## src/rtl/fpu_mul_scheduler_pkg.sv

```systemverilog
// Shared constants, scheduler state type and operand classification for the
// single-precision multiplier scheduler.
package fpu_pkg;

  localparam logic [31:0] QNAN    = 32'h7FFF_FFFF;
  localparam logic [6:0]  RM_RNE  = 7'h01;
  localparam logic [7:0]  EXP_MAX = 8'hFF;

  typedef enum logic [1:0] {IDLE, ISSUE, WAIT, RESPOND} sched_state_e;

  typedef struct packed {
    logic inf;
    logic nan;
  } fp_class_t;

  function automatic fp_class_t classify(input logic [7:0] exp_i, input logic [22:0] frac_i);
    fp_class_t c;
    c.inf = (exp_i == EXP_MAX) && (frac_i == '0);
    c.nan = (exp_i == EXP_MAX) && (frac_i != '0);
    return c;
  endfunction

endpackage

```

## src/rtl/fpu_mul_scheduler_if.sv

```systemverilog
// Scheduler <-> multiplier bus: start pulse with decomposed operands out,
// completion pulse with result and exception flags back.
interface fpu_mul_scheduler_if;

  logic        mul_data_ready_o;
  logic [6:0]  mul_rounding_mode_o;
  logic        mul_x_sign_o;
  logic        mul_y_sign_o;
  logic [7:0]  mul_x_exp_o;
  logic [7:0]  mul_y_exp_o;
  logic [22:0] mul_x_frac_o;
  logic [22:0] mul_y_frac_o;
  logic        mul_x_infinity_o;
  logic        mul_y_infinity_o;
  logic        mul_x_nan_o;
  logic        mul_y_nan_o;
  logic        mul_data_valid_i;
  logic [31:0] mul_z_i;
  logic        mul_invalid_i;
  logic        mul_overflow_i;

  modport master (
    output mul_data_ready_o, mul_rounding_mode_o,
    output mul_x_sign_o, mul_y_sign_o, mul_x_exp_o, mul_y_exp_o,
    output mul_x_frac_o, mul_y_frac_o,
    output mul_x_infinity_o, mul_y_infinity_o, mul_x_nan_o, mul_y_nan_o,
    input  mul_data_valid_i, mul_z_i, mul_invalid_i, mul_overflow_i
  );

  modport slave (
    input  mul_data_ready_o, mul_rounding_mode_o,
    input  mul_x_sign_o, mul_y_sign_o, mul_x_exp_o, mul_y_exp_o,
    input  mul_x_frac_o, mul_y_frac_o,
    input  mul_x_infinity_o, mul_y_infinity_o, mul_x_nan_o, mul_y_nan_o,
    output mul_data_valid_i, mul_z_i, mul_invalid_i, mul_overflow_i
  );

endinterface

```

## src/rtl/fpu_mul_scheduler_arbiter.sv

```systemverilog
// Combinational round-robin arbiter: grants the first requester found when
// searching upward from last+1, wrapping modulo N_REQ.
module fpu_rr_arbiter #(
  parameter int unsigned N_REQ = 4,
  localparam int unsigned IW   = $clog2(N_REQ)
) (
  input  logic [N_REQ-1:0] i_req,
  input  logic [IW-1:0]    i_last,
  output logic [N_REQ-1:0] o_grant,
  output logic [IW-1:0]    o_idx
);

  logic [IW-1:0] w_cand;
  logic          w_found;

  always_comb begin
    o_grant = '0;
    o_idx   = '0;
    w_cand  = '0;
    w_found = 1'b0;
    for (int unsigned k = 1; k <= N_REQ; k++) begin
      w_cand = IW'((32'(i_last) + k) % N_REQ);
      if (!w_found && i_req[w_cand]) begin
        w_found         = 1'b1;
        o_idx           = w_cand;
        o_grant[w_cand] = 1'b1;
      end
    end
  end

endmodule

```

## src/rtl/fpu_mul_scheduler.sv

```systemverilog
// Round-robin scheduler sharing one single-precision multiplier among N_REQ
// requesters, with a watchdog that substitutes a quiet-NaN timeout response.
module fpu_mul_scheduler
  import fpu_pkg::*;
#(
  parameter int unsigned N_REQ          = 4,
  parameter int unsigned TIMEOUT_CYCLES = 15
) (
  input  logic                 clk_i,
  input  logic                 rst_i,
  input  logic [N_REQ-1:0]     req_valid_i,
  output logic [N_REQ-1:0]     req_ready_o,
  input  logic [32*N_REQ-1:0]  req_x_i,
  input  logic [32*N_REQ-1:0]  req_y_i,
  input  logic [7*N_REQ-1:0]   req_rounding_mode_i,
  output logic [N_REQ-1:0]     rsp_valid_o,
  output logic [31:0]          rsp_z_o,
  output logic                 rsp_invalid_o,
  output logic                 rsp_overflow_o,
  output logic                 rsp_timeout_o,
  output logic                 busy_o,
  fpu_mul_scheduler_if.master  mul_if
);

  localparam int unsigned IW  = $clog2(N_REQ);
  localparam int unsigned WDW = $clog2(TIMEOUT_CYCLES + 1);

  sched_state_e     r_state, w_next;
  logic [IW-1:0]    r_last, w_arb_idx;
  logic [N_REQ-1:0] w_arb_grant;
  logic [31:0]      r_x, r_y, r_z;
  logic [6:0]       r_rm;
  logic             r_inv, r_ovf, r_to;
  logic [WDW-1:0]   r_wd;
  logic             w_expire;
  logic [31:0]      w_x [N_REQ];
  logic [31:0]      w_y [N_REQ];
  logic [6:0]       w_rm [N_REQ];
  fp_class_t        w_x_cls, w_y_cls;

  fpu_rr_arbiter #(.N_REQ(N_REQ)) u_arb (
    .i_req   (req_valid_i),
    .i_last  (r_last),
    .o_grant (w_arb_grant),
    .o_idx   (w_arb_idx)
  );

  always_comb begin
    for (int unsigned i = 0; i < N_REQ; i++) begin
      w_x[i]  = req_x_i[32*i +: 32];
      w_y[i]  = req_y_i[32*i +: 32];
      w_rm[i] = req_rounding_mode_i[7*i +: 7];
    end
  end

  assign w_expire = !mul_if.mul_data_valid_i && (r_wd == WDW'(TIMEOUT_CYCLES - 1));

  always_ff @(posedge clk_i) begin
    if (rst_i) r_state <= IDLE;
    else       r_state <= w_next;
  end

  always_comb begin
    w_next = r_state;
    case (r_state)
      IDLE:    if (req_valid_i != '0) w_next = ISSUE;
      ISSUE:   w_next = WAIT;
      WAIT:    if (mul_if.mul_data_valid_i || w_expire) w_next = RESPOND;
      RESPOND: w_next = IDLE;
      default: w_next = IDLE;
    endcase
  end

  // Pulses are suppressed while reset is asserted so a dropped request is never consumed.
  always_comb begin
    req_ready_o             = '0;
    rsp_valid_o             = '0;
    mul_if.mul_data_ready_o = 1'b0;
    busy_o                  = (r_state != IDLE);
    if (!rst_i) begin
      case (r_state)
        IDLE:    req_ready_o = w_arb_grant;
        ISSUE:   mul_if.mul_data_ready_o = 1'b1;
        RESPOND: rsp_valid_o[r_last] = 1'b1;
        default: ;
      endcase
    end
  end

  always_ff @(posedge clk_i) begin
    if (rst_i) begin
      r_last <= IW'(N_REQ - 1);
      r_x    <= '0;
      r_y    <= '0;
      r_rm   <= '0;
      r_z    <= '0;
      r_inv  <= 1'b0;
      r_ovf  <= 1'b0;
      r_to   <= 1'b0;
      r_wd   <= '0;
    end else begin
      case (r_state)
        IDLE: begin
          if (req_valid_i != '0) begin
            r_x    <= w_x[w_arb_idx];
            r_y    <= w_y[w_arb_idx];
            r_rm   <= w_rm[w_arb_idx];
            r_last <= w_arb_idx;
          end
        end
        ISSUE: r_wd <= '0;
        WAIT: begin
          if (mul_if.mul_data_valid_i) begin
            r_z   <= mul_if.mul_z_i;
            r_inv <= mul_if.mul_invalid_i;
            r_ovf <= mul_if.mul_overflow_i;
            r_to  <= 1'b0;
          end else if (w_expire) begin
            r_z   <= QNAN;
            r_inv <= 1'b0;
            r_ovf <= 1'b0;
            r_to  <= 1'b1;
          end else if (r_wd != '1) begin
            r_wd <= r_wd + 1'b1;
          end
        end
        default: ;
      endcase
    end
  end

  assign w_x_cls = classify(r_x[30:23], r_x[22:0]);
  assign w_y_cls = classify(r_y[30:23], r_y[22:0]);

  assign mul_if.mul_rounding_mode_o = r_rm;
  assign mul_if.mul_x_sign_o        = r_x[31];
  assign mul_if.mul_y_sign_o        = r_y[31];
  assign mul_if.mul_x_exp_o         = r_x[30:23];
  assign mul_if.mul_y_exp_o         = r_y[30:23];
  assign mul_if.mul_x_frac_o        = r_x[22:0];
  assign mul_if.mul_y_frac_o        = r_y[22:0];
  assign mul_if.mul_x_infinity_o    = w_x_cls.inf;
  assign mul_if.mul_y_infinity_o    = w_y_cls.inf;
  assign mul_if.mul_x_nan_o         = w_x_cls.nan;
  assign mul_if.mul_y_nan_o         = w_y_cls.nan;

  assign rsp_z_o        = r_z;
  assign rsp_invalid_o  = r_inv;
  assign rsp_overflow_o = r_ovf;
  assign rsp_timeout_o  = r_to;

endmodule

```

## src/flat_wrapper.sv

```systemverilog
// flat-port wrapper written by rule: the top's interface ports become plain ports
module fpu_mul_scheduler_flat import fpu_pkg::*;
#(
  parameter int unsigned N_REQ          = 4,
  parameter int unsigned TIMEOUT_CYCLES = 15
)
  (clk_i, rst_i, req_valid_i, req_ready_o, req_x_i, req_y_i, req_rounding_mode_i, rsp_valid_o, rsp_z_o, rsp_invalid_o, rsp_overflow_o, rsp_timeout_o, busy_o, mul_if_mul_data_ready_o, mul_if_mul_rounding_mode_o, mul_if_mul_x_sign_o, mul_if_mul_y_sign_o, mul_if_mul_x_exp_o, mul_if_mul_y_exp_o, mul_if_mul_x_frac_o, mul_if_mul_y_frac_o, mul_if_mul_x_infinity_o, mul_if_mul_y_infinity_o, mul_if_mul_x_nan_o, mul_if_mul_y_nan_o, mul_if_mul_data_valid_i, mul_if_mul_z_i, mul_if_mul_invalid_i, mul_if_mul_overflow_i);
  fpu_mul_scheduler_if mul_if_i ();
  input  logic clk_i;
  input  logic rst_i;
  input  logic [N_REQ-1:0] req_valid_i;
  output logic [N_REQ-1:0] req_ready_o;
  input  logic [32*N_REQ-1:0] req_x_i;
  input  logic [32*N_REQ-1:0] req_y_i;
  input  logic [7*N_REQ-1:0] req_rounding_mode_i;
  output logic [N_REQ-1:0] rsp_valid_o;
  output logic [31:0] rsp_z_o;
  output logic rsp_invalid_o;
  output logic rsp_overflow_o;
  output logic rsp_timeout_o;
  output logic busy_o;
  output wire logic [$bits(mul_if_i.mul_data_ready_o)-1:0] mul_if_mul_data_ready_o;
  output wire logic [$bits(mul_if_i.mul_rounding_mode_o)-1:0] mul_if_mul_rounding_mode_o;
  output wire logic [$bits(mul_if_i.mul_x_sign_o)-1:0] mul_if_mul_x_sign_o;
  output wire logic [$bits(mul_if_i.mul_y_sign_o)-1:0] mul_if_mul_y_sign_o;
  output wire logic [$bits(mul_if_i.mul_x_exp_o)-1:0] mul_if_mul_x_exp_o;
  output wire logic [$bits(mul_if_i.mul_y_exp_o)-1:0] mul_if_mul_y_exp_o;
  output wire logic [$bits(mul_if_i.mul_x_frac_o)-1:0] mul_if_mul_x_frac_o;
  output wire logic [$bits(mul_if_i.mul_y_frac_o)-1:0] mul_if_mul_y_frac_o;
  output wire logic [$bits(mul_if_i.mul_x_infinity_o)-1:0] mul_if_mul_x_infinity_o;
  output wire logic [$bits(mul_if_i.mul_y_infinity_o)-1:0] mul_if_mul_y_infinity_o;
  output wire logic [$bits(mul_if_i.mul_x_nan_o)-1:0] mul_if_mul_x_nan_o;
  output wire logic [$bits(mul_if_i.mul_y_nan_o)-1:0] mul_if_mul_y_nan_o;
  input wire logic [$bits(mul_if_i.mul_data_valid_i)-1:0] mul_if_mul_data_valid_i;
  input wire logic [$bits(mul_if_i.mul_z_i)-1:0] mul_if_mul_z_i;
  input wire logic [$bits(mul_if_i.mul_invalid_i)-1:0] mul_if_mul_invalid_i;
  input wire logic [$bits(mul_if_i.mul_overflow_i)-1:0] mul_if_mul_overflow_i;
  assign mul_if_mul_data_ready_o = mul_if_i.mul_data_ready_o;
  assign mul_if_mul_rounding_mode_o = mul_if_i.mul_rounding_mode_o;
  assign mul_if_mul_x_sign_o = mul_if_i.mul_x_sign_o;
  assign mul_if_mul_y_sign_o = mul_if_i.mul_y_sign_o;
  assign mul_if_mul_x_exp_o = mul_if_i.mul_x_exp_o;
  assign mul_if_mul_y_exp_o = mul_if_i.mul_y_exp_o;
  assign mul_if_mul_x_frac_o = mul_if_i.mul_x_frac_o;
  assign mul_if_mul_y_frac_o = mul_if_i.mul_y_frac_o;
  assign mul_if_mul_x_infinity_o = mul_if_i.mul_x_infinity_o;
  assign mul_if_mul_y_infinity_o = mul_if_i.mul_y_infinity_o;
  assign mul_if_mul_x_nan_o = mul_if_i.mul_x_nan_o;
  assign mul_if_mul_y_nan_o = mul_if_i.mul_y_nan_o;
  assign mul_if_i.mul_data_valid_i = mul_if_mul_data_valid_i;
  assign mul_if_i.mul_z_i = mul_if_mul_z_i;
  assign mul_if_i.mul_invalid_i = mul_if_mul_invalid_i;
  assign mul_if_i.mul_overflow_i = mul_if_mul_overflow_i;
  fpu_mul_scheduler #(.N_REQ(N_REQ), .TIMEOUT_CYCLES(TIMEOUT_CYCLES)) u_core (.clk_i(clk_i), .rst_i(rst_i), .req_valid_i(req_valid_i), .req_ready_o(req_ready_o), .req_x_i(req_x_i), .req_y_i(req_y_i), .req_rounding_mode_i(req_rounding_mode_i), .rsp_valid_o(rsp_valid_o), .rsp_z_o(rsp_z_o), .rsp_invalid_o(rsp_invalid_o), .rsp_overflow_o(rsp_overflow_o), .rsp_timeout_o(rsp_timeout_o), .busy_o(busy_o), .mul_if(mul_if_i));
endmodule
```

## config.mk

```make
export PLATFORM = sky130hd
export DESIGN_NAME = fpu_mul_scheduler_flat
export DESIGN_NICKNAME = d
export VERILOG_FILES = /design/src/rtl/fpu_mul_scheduler_pkg.sv /design/src/rtl/fpu_mul_scheduler_if.sv /design/src/rtl/fpu_mul_scheduler_arbiter.sv /design/src/rtl/fpu_mul_scheduler.sv /design/src/flat_wrapper.sv
export SDC_FILE = /design/constraint.sdc
export NUM_CORES = 1
export LEC_CHECK = 0
export ABC_CLOCK_PERIOD_IN_PS = 3000
export CAP_MARGIN = 20
export CORE_AREA = 2 2 175 177
export CTS_CLUSTER_SIZE = 25
export DETAILED_ROUTE_END_ITERATION = 8
export DIE_AREA = 0 0 177 179
export SLEW_MARGIN = 5
export SYNTH_ARGS = -nofsm -noshare
export SYNTH_HDL_FRONTEND = slang
export SYNTH_SLANG_ARGS = --single-unit
```

## constraint.sdc

```tcl
create_clock -name clk_i -period 3 [get_ports clk_i]
set_input_delay 0.9 -clock clk_i [delete_from_list [all_inputs] [get_ports clk_i]]
set_output_delay 0.9 -clock clk_i [all_outputs]
set_load 0.01 [all_outputs]
```

== Word-level counts from Yosys, hierarchy flattened ==
Index checks and enable logic that the tools add are counted.
Widths: inputs -> output; s select.

* Add/subtract/negate cells: 5
* Magnitude comparators: 11
* Equal/unequal tests: 12
* Mux-type cells: 58
* Bitwise operators: 4
* Reduce and logical (&&, ||, !) cells: 31

{| class="wikitable"
|+ Operators with widths
! cell !! number
|-
| $mux 32 || 6
|-
| $bmux 32 s2 || 2
|-
| $logic_not 23->1 || 2
|-
| $reduce_bool 23->1 || 2
|-
| $mux 4 || 11
|-
| $mux 1 || 19
|-
| $eq 8x8->1 const B || 2
|-
| $lt 2x3->1 const B || 5
|-
| $bmux 7 s2 || 1
|-
| $mux 7 || 2
|-
| $logic_and 1x1->1 || 13
|-
| $mux 2 || 6
|-
| $or 4x4->4 || 3
|-
| $demux 1 s2 || 5
|-
| $ge 2x1->1 const B || 5
|-
| $bmux 1 s2 || 4
|-
| $pmux 2 s4 || 1
|-
| $pmux 4 s2 || 1
|-
| $ne 2x1->1 const B || 3
|-
| $reduce_and 2->1 || 3
|-
| $reduce_bool 2->1 || 3
|-
| $add 2x1->2 const B || 2
|-
| $add 2x2->2 const B || 2
|-
| $add 4x1->4 const B || 1
|-
| other kinds (12) || 17
|}

* Register bits after elaboration: 114
* Input port bits: 325
* Output and inout port bits: 120
* Logic and storage cells: 131

== Logic depth before layout (Yosys ltp) ==
Gate-level depths: netlist (run 1).

* Depth after elaboration: 17
* Depth in mapped cells: 14
* Gate-level depth less buffers: 8

== By module ==
Synthesis (run 1) repeated with hierarchy kept, for this count alone.

* Cells, all modules: 633
* Area total of the unflattened synthesis: 6737.7 um2

{| class="wikitable"
|+ By module, submodules not included
! module !! times used !! cells an instance !! area each (um2) !! seq. area each (um2)
|-
| fpu_mul_scheduler || 1 || 574 || 6243.5 || 2282.2
|-
| fpu_rr_arbiter || 1 || 59 || 494.2 || 0.0
|}

== Least setup slack after synthesis (run 1) ==
OpenSTA, ideal clock, no wires.

* Kind: reg2reg
* From: reg u_core.r_last[0]
* To: reg u_core.r_y[17]
* Library setup time: 0.079 ns
* Arrival: 3.086 ns
* Data required time: 2.921 ns
* Slack: -0.165 ns
* Cell stages (with the launch flop): 14
* Path buffers: 5
* Clock period less this slack: 3.165 ns
* Cells stage by stage: dfxtp_1 buf_6 buf_2 inv_1 ha_1 clkbuf_1 mux2_2 o21ai_1 o21a_4 buf_2 buf_2 o21ai_0 a2111o_1 o211ai_1

* Word-level cells in the longest chain between the ends: 17
* Elaborated cells between the ends (all ways): 29
* Those cells by class: 4 x add/sub; 18 x mux; 1 x bitwise; 6 x reduce/logical

{| class="wikitable"
|+ Ends and longest elaborated chain
! what !! RTL line !! text
|-
| start: declaration || fpu_mul_scheduler.sv:29 || <nowiki>logic [IW-1:0] r_last, w_arb_idx;</nowiki>
|-
| start signal: assignment || fpu_mul_scheduler.sv:92 || <nowiki>r_last <= IW'(N_REQ - 1);</nowiki>
|-
| start signal: assignment || fpu_mul_scheduler.sv:108 || <nowiki>r_last <= w_arb_idx;</nowiki>
|-
| $add 2x1->2 || fpu_mul_scheduler_arbiter.sv:22 || <nowiki>w_cand = IW'((32'(i_last) + k) % N_REQ);</nowiki>
|-
| $bmux 1 s2 || fpu_mul_scheduler_arbiter.sv:23 || <nowiki>if (!w_found && i_req[w_cand]) begin</nowiki>
|-
| $mux 1 (not written as such) || fpu_mul_scheduler_arbiter.sv:23 ||
|-
| $mux 1 || fpu_mul_scheduler_arbiter.sv:23 ||
|-
| $logic_not 1->1 || fpu_mul_scheduler_arbiter.sv:23 ||
|-
| $logic_and 1x1->1 || fpu_mul_scheduler_arbiter.sv:23 ||
|-
| $mux 1 || fpu_mul_scheduler_arbiter.sv:23 ||
|-
| $logic_not 1->1 || fpu_mul_scheduler_arbiter.sv:23 ||
|-
| $logic_and 1x1->1 || fpu_mul_scheduler_arbiter.sv:23 ||
|-
| $mux 1 || fpu_mul_scheduler_arbiter.sv:23 ||
|-
| $logic_not 1->1 || fpu_mul_scheduler_arbiter.sv:23 ||
|-
| $logic_and 1x1->1 || fpu_mul_scheduler_arbiter.sv:23 ||
|-
| $mux 2 * || fpu_mul_scheduler_arbiter.sv:23 ||
|-
| $not 2->3 (not written as such) * || fpu_mul_scheduler.sv:106 || <nowiki>r_y <= w_y[w_arb_idx];</nowiki>
|-
| $bmux 32 s2 * || fpu_mul_scheduler.sv:106 ||
|-
| $mux 32 (not written as such) * (2 in a row) || fpu_mul_scheduler.sv:106 ||
|-
| end signal: assignment || fpu_mul_scheduler.sv:106 ||
|-
| end: declaration || fpu_mul_scheduler.sv:31 || <nowiki>logic [31:0] r_x, r_y, r_z;</nowiki>
|}

Mark *: on every way between the ends. The rest lies on a longest branch, timed or not. The select of a mux whose other input is x is not followed.
A chain may end at the register's enable or synchronous reset.

== Worst setup path after layout (run 1) ==
* From: in req_valid_i[1]
* To: out req_ready_o[2]

* Word-level cells in the longest chain between the ends: 14
* Elaborated cells between the ends (all ways): 26
* Those cells by class: 17 x mux; 3 x bitwise; 6 x reduce/logical

{| class="wikitable"
|+ Ends and longest elaborated chain
! what !! RTL line !! text
|-
| start: declaration || flat_wrapper.sv:11 || <nowiki>input logic [N_REQ-1:0] req_valid_i;</nowiki>
|-
| $bmux 1 s2 || fpu_mul_scheduler_arbiter.sv:23 ||
|-
| $mux 1 (not written as such) || fpu_mul_scheduler_arbiter.sv:23 ||
|-
| $mux 1 || fpu_mul_scheduler_arbiter.sv:23 ||
|-
| $logic_not 1->1 || fpu_mul_scheduler_arbiter.sv:23 ||
|-
| $logic_and 1x1->1 || fpu_mul_scheduler_arbiter.sv:23 ||
|-
| $mux 1 || fpu_mul_scheduler_arbiter.sv:23 ||
|-
| $logic_not 1->1 || fpu_mul_scheduler_arbiter.sv:23 ||
|-
| $logic_and 1x1->1 || fpu_mul_scheduler_arbiter.sv:23 ||
|-
| $mux 1 || fpu_mul_scheduler_arbiter.sv:23 ||
|-
| $logic_not 1->1 || fpu_mul_scheduler_arbiter.sv:23 ||
|-
| $logic_and 1x1->1 || fpu_mul_scheduler_arbiter.sv:23 ||
|-
| $mux 4 * || fpu_mul_scheduler_arbiter.sv:23 ||
|-
| $mux 4 * || fpu_mul_scheduler.sv:81 || <nowiki>case (r_state)</nowiki>
|-
| $mux 4 * || fpu_mul_scheduler.sv:80 || <nowiki>if (!rst_i) begin</nowiki>
|-
| end: declaration || flat_wrapper.sv:12 || <nowiki>output logic [N_REQ-1:0] req_ready_o;</nowiki>
|}

Marked as above.

==> flow_summary.yaml, run 1 <==
logic_synthesis:
  synth.avg_cell_area_um2: 8.32
  synth_top_cell_by_area: "dfxtp_1"
  synthCells: 943
  synth_most_common_cell: "dfxtp_1"
  seq_area_frac_synth_pct: 29.1
  synth_edf_count: 0
  ys_types: 56
  async_flop_share_pct: 0
  syn-num-nets: 1282
  synthTopCellsByArea: "dfxtp_1, o32a_1, a211o_1"
  synth-seq-cells: 114
  synthesis.area_um2: 7840
  netlist_top_cells_count: "dfxtp_1, nand2_1, clkbuf_1"
  synth-warning-count: 0
  synth.top_cell.area_share_pct: 29.1
  synth_flop_cell: "dfxtp_1"
worst_setup_path:
  r2r-start: "u_core.r_last[0]$_SDFFE_PP1P_"
  critPathLaunchType: "primary input"
  slowest_stage: "mux4_2"
  path_depth: 8
  max_stage_delay_ns: 0.52
  worst_setup_path_end_kind: "output pin"
  crit_path_frequent_cell: "nor2_1"
  r2r_slack_ns: 0.25
  crit_chain: "buf_8 -> mux4_2 -> buf_6 -> a22oi_1 -> nor2_1 -> a221oi_1 -> nor2_1 -> buf_2"
  arrival_ns: 2.33
  path_class: "primary input to output pin"
  critical_path_peak_fanout: 4
  timing.rr.end: "u_core.r_x[13]$_SDFFE_PP0P_"
  cpLargestDelayFamily: "multiplexers"
  r2r_cells: 10
  cp-startpoint: "req_valid_i[1]"
  required_ns: 2.10
  path_buf_inv: 3
  cp-endpoint: "req_ready_o[2]"
placed_design:
  dp.cells: 1750
  port_buffers: 444
  hpwl_um: 28200
  gp_congestion: 0.893
clock_network:
  cts_htree_levels: 4
  cts_inserted_buffers: 17
  cts.sinks: 114
  clockBufferDepth: 2
  cts_tree: "yes"
  clkTransAtPathRegs_ns: 0.06
  insertion_delay_ns: 0.42
  cts_root_buf: "clkbuf_16"
timing:
  setup_viol: 4
  drv_slew: 0
  slew_headroom_pct: 30.8
  worstMarginPinSlew_ns: 1.04
  finalCriticalPeriod_ns: 3.23
  finalSetupTns_ns: -0.802
  hold_slack_ns: 0.493
  hold_viol: 0
  fin_skew_ns: 0.0122
  max_freq_mhz: 310
  rsz0062_at_grt: "true"
  period_share_pct: 108
  final.setup.worst_slack_ns: -0.230
grt:
  grt_pass1_wl_um: 57800
  grt_start_max_net_pins: 86
  first_global_vias: 9853
  gr-total-overflow: 0
  grt_usage_pct: 23.6
  antenna_found_initial: 3
cells_and_area:
  fillerInstances: 2903
  drive_above_1_share_pct: 17.2
  nNetsFinal: 1716
  final_cells: 1788
  syn_to_final_growth_pct: 77.7
  final_util_pct: 46.4
power_and_ir_drop:
  ir_drop_v: 0.000509
  intPower_w: 0.00777
  cellPowerDensity_nw_per_um2: 1010
  p_switching_w: 0.00628
  combPwrFrac_pct: 67.5
  p_clk_share_pct: 15.3
  switching_share_pct: 44.7
  leakagePower_nw: 4.92
  seqPwrFrac_pct: 17.2
  p_total_w: 0.0140
drt:
  first_pass_iters: 5
  ant_nets: 0
  route.detailed.drc: 0
  routed_wl_um: 38700
  drt-wirelength-per-cell_um: 21.6
  routed_via_density: 5.56
  drt-initial-drc-count: 661
  vias: 9937
hold_path:
  min_path_type: "flop to flop"
floorplan:
  die_y_um: 179
  dieArea_um2: 31700
  io_pins: 445
  design.core.area_um2: 30000
  die_x_um: 177
  fp-row-count: 64
  start_util_pct: 26.1
outcome:
  status: "finished with violations"
  violations: "negative setup slack"
flow_run:
  cap_violations: 0
## routing by layer
metal	share of wire [%]	vias up	GRT usage, %	routed length [um]
met4	2.5	2	7.54	973
met1	40	4756	28.7	15500
met5	0.031	-	0	12
li1	-	4607	-	-
met2	49	512	40.3	18800
met3	8.6	60	6.32	3340
## power groups by stage
stage	Sequential [W]	Combinational [W]	Clock, W
2_1_floorplan	0.00246	0.00538	0
3_3_place_gp	0.00241	0.00934	0
3_5_place_dp	0.00241	0.00938	0
4_1_cts	0.00240	0.00947	0.00220
5_1_grt	0.00247	0.0103	0.00228
6_report	0.00241	0.00949	0.00215
## sequential cells by signal, summed over array words and instances (netlist names)
signal / flops
u_core.r_y: 32
u_core.mul_if.mul_rounding_mode_o: 7
u_core.r_wd: 4
u_core.rsp_overflow_o: 1
u_core.r_state: 2
u_core.rsp_invalid_o: 1
u_core.rsp_timeout_o: 1
u_core.r_last: 2
u_core.r_x: 32
u_core.rsp_z_o: 32
## area by class of cell
type	instances	area, um^2	share of cell area, %
timing repair buffer	531	5400	38.8
multi-input combinational	704	5120	36.7
sequential	114	2280	16.4
tap	396	495	3.56
clock buffer	17	425	3.05
clock inverter	15	175	1.26
inverter	9	33.8	0.242
antenna	2	5.00	0.0359
## logic make-up after synthesis
| kind of cell | Yosys count | share of synthesized area (%) |
|---|---|---|
| XOR/XNOR | 3 | 0.335 |
| AO/OA/AOI/OAI | 386 | 40.0 |
| multiplexers | 19 | 3.25 |
| flip-flops | 114 | 29.1 |
| buffers and inverters | 125 | 7.63 |
| adder cells (fa/ha/maj) | 14 | 2.23 |
| AND/OR/NAND/NOR | 282 | 17.5 |
## cell usage in the layout (no fill, tap or decap), types with 4 or more instances in the layout
master             n
a2111o_1          14
a211o_1           46
a21oi_1           13
a221o_1           10
a22oi_1            5
a31oi_1           49
and2_1             5
buf_12            24
buf_2              4
buf_4             59
buf_6              8
clkbuf_16         17
clkdlybuf4s50_1  431
clkinv_4           4
dfxtp_1          112
ha_1              13
inv_1              8
mux2_2            12
mux4_2             4
nand2_1           73
nand3_1           62
nand4_1            7
nor2_1            46
nor2b_1            4
nor3_1            31
nor4_1            17
o211ai_1          34
o211ai_2          30
o21ai_0           66
o21ai_1           20
o221a_2           32
o32a_1            46
or3_1             15
## worst min-delay path: cells and delay by family, from the launching register on
kind | cells | cell delay, ns
AND/OR/NAND/NOR | 2 | 0.15
flip-flops | 1 | 0.31
## how the worst min path moves through the flow
stage,from,end,slack [ns],cells past startpoint
detailed placement,u_core.rsp_timeout_o$_SDFFE_PP0P_,u_core.rsp_timeout_o$_SDFFE_PP0P_,0.48,2
global route,u_core.rsp_timeout_o$_SDFFE_PP0P_,u_core.rsp_timeout_o$_SDFFE_PP0P_,0.50,2
floorplan,u_core.r_wd[0]$_SDFFE_PP0P_,u_core.r_wd[0]$_SDFFE_PP0P_,0.48,2
CTS,u_core.rsp_timeout_o$_SDFFE_PP0P_,u_core.rsp_timeout_o$_SDFFE_PP0P_,0.49,2
global placement,u_core.rsp_timeout_o$_SDFFE_PP0P_,u_core.rsp_timeout_o$_SDFFE_PP0P_,0.48,2
finish,u_core.rsp_timeout_o$_SDFFE_PP0P_,u_core.rsp_timeout_o$_SDFFE_PP0P_,0.49,2
## metrics by stage
step | cell area, um^2 | setup slack [ns]
after floorplan | 7940 | -0.0818
after global placement | 13200 | -0.945
after detailed placement | 13200 | -0.992
after CTS | 13900 | -0.213
after global routing | 13900 | -0.294
final | 13900 | -0.230
## timing repair
action                     CTS  global route
buffers inserted             4             0
pin swaps                    7             4
resized for setup           54            11
hold buffers                 0             0
setup endpoints to repair   79             6
No activity file was read; power rests on OpenSTA's default activity.
==> run 2: changes to the inputs <==
Settings changed: HOLD_SLACK_MARGIN from default to 0.08.
==> results of run 2 <==
The final DEF is identical to that of run 1; final timing and power are the same.
==> run 3: changes to the inputs <==
Settings changed: SKIP_LAST_GASP from default to 1.
==> run 3 against run 2 <==
  * The run still ends with negative setup slack left
  * Via count stayed put
  * Clock-buffer cell count stayed put
  * Routed wire length stayed put
  * Non-clock buffer count stayed put
  * Total power stayed put
  * Sequential power hardly changed
  * Combinational power hardly changed
  * Clock power hardly changed
==> flow_summary.yaml, run 3 (synthesis gave the netlist of run 1 again) <==
power_and_ir_drop:
  cellPowerDensity_nw_per_um2: 1010
  ir_drop_v: 0.000509
  leakagePower_nw: 4.92
floorplan:
  die_x_um: 177
  io_pins: 445
  die_y_um: 179
  start_util_pct: 26.1
  dieArea_um2: 31700
  design.core.area_um2: 30000
  fp-row-count: 64
grt:
  grt_pass1_wl_um: 57800
  antenna_found_initial: 3
  grt_usage_pct: 23.6
  gr-total-overflow: 0
  grt_start_max_net_pins: 86
  first_global_vias: 9852
outcome:
  status: "finished with violations"
  violations: "negative setup slack"
clock_network:
  clkTransAtPathRegs_ns: 0.06
  postCtsHoldBufs: 0
  cts.sinks: 114
  cts_root_buf: "clkbuf_16"
  cts_tree: "yes"
  clockBufferDepth: 2
  cts_htree_levels: 4
  insertion_delay_ns: 0.42
  cts_inserted_buffers: 17
timing:
  period_share_pct: 108
  drv_slew: 0
  setup_viol: 4
  rsz0062_at_grt: "true"
  slew_headroom_pct: 30.8
  finalCriticalPeriod_ns: 3.23
  finalSetupTns_ns: -0.802
  max_freq_mhz: 310
  final.setup.worst_slack_ns: -0.230
  worstMarginPinSlew_ns: 1.04
  hold_viol: 0
  fin_skew_ns: 0.0122
worst_setup_path:
  critical_path_peak_fanout: 4
  critPathLaunchType: "primary input"
  cp-startpoint: "req_valid_i[1]"
  required_ns: 2.10
  r2r-start: "u_core.r_last[0]$_SDFFE_PP1P_"
  arrival_ns: 2.33
  path_class: "primary input to output pin"
  worst_setup_path_end_kind: "output pin"
cells_and_area:
  drive_above_1_share_pct: 17.2
  final_util_pct: 46.4
  final_cell_mix: "clkdlybuf4s50_1, dfxtp_1, nand2_1"
  mostFrequentLayoutCell: "clkdlybuf4s50_1"
  syn_to_final_growth_pct: 77.7
  nNetsFinal: 1716
  final_cells: 1788
  fillerInstances: 2903
placed_design:
  dp.cells: 1750
  port_buffers: 444
  hpwl_um: 28200
  pre_cts_ws_ns: -0.992
  gp_congestion: 0.893
drt:
  routed_wl_um: 38700
  route.detailed.drc: 0
  routed_via_density: 5.56
  ant_nets: 0
  first_pass_iters: 5
  vias: 9937
  drt-initial-drc-count: 661
  drt-wirelength-per-cell_um: 21.6
hold_path:
  min_path_type: "flop to flop"
  hp-start: "u_core.rsp_timeout_o$_SDFFE_PP0P_"
flow_run:
  cap_violations: 0
-- run 3: cell counts in the layout (fill, tap and decap cells not counted) --
No cell type changed its count.
-- run 3: repair_timing --
action,4_1_cts,5_1_grt
gates resized for setup,54,11
pin swaps,7,4
hold endpoints to repair,0,0
setup endpoints to repair,79,6
setup buffers,4,0
-- run 3: cell type report --
type / instances / area (um^2) / share of cell area, %
well taps: 396 / 495 / 3.56
diodes: 2 / 5.00 / 0.0359
flip-flops and latches: 114 / 2280 / 16.4
repair buffers: 531 / 5400 / 38.8
clock inverters: 15 / 175 / 1.26
inverters: 9 / 33.8 / 0.242
multi-input cells: 704 / 5120 / 36.7
clock buffers: 17 / 425 / 3.05
-- run 3: metal layers --
| layer | vias up | share of wire, % | global-route usage (%) |
|---|---|---|---|
| li1 | 4607 | - | - |
| met1 | 4756 | 40 | 28.7 |
| met2 | 512 | 49 | 40.3 |
| met3 | 60 | 8.6 | 6.32 |
| met4 | 2 | 2.5 | 7.54 |
| met5 | - | 0.031 | 0 |
-- run 3: worst max-delay path, cell delays in order --
cell	delay (ns)
buf_8	0.10
mux4_2	0.52
buf_6	0.15
a22oi_1	0.17
nor2_1	0.06
a221oi_1	0.20
nor2_1	0.07
buf_2	0.15
-- run 3: metrics by stage --
step,hold WS [ns],cell area (um^2),power [W]
5_1_grt,0.504,13900,0.0150
3_5_place_dp,0.481,13200,0.0118
2_1_floorplan,0.478,7940,0.00785
3_3_place_gp,0.480,13200,0.0117
6_report,0.493,13900,0.0140
4_1_cts,0.494,13900,0.0141
-- run 3: path summary, 6_finish.rpt --
| kind | to | slack, ns | cells past startpoint |
|---|---|---|---|
| worst min-delay path | u_core.rsp_timeout_o$_SDFFE_PP0P_ | 0.49 | 2 |
| worst max-delay path | req_ready_o[2] | -0.23 | 8 |
| worst max register to register | u_core.r_x[13]$_SDFFE_PP0P_ | 0.25 | 10 |
| worst min register to register | u_core.rsp_timeout_o$_SDFFE_PP0P_ | 0.49 | 2 |
-- run 3: power breakdown --
part	total, W	internal (W)	switching [W]
sequential	0.00241	0.00196	0.000452
combinational	0.00949	0.00456	0.00493
clock	0.00215	0.00125	0.000897
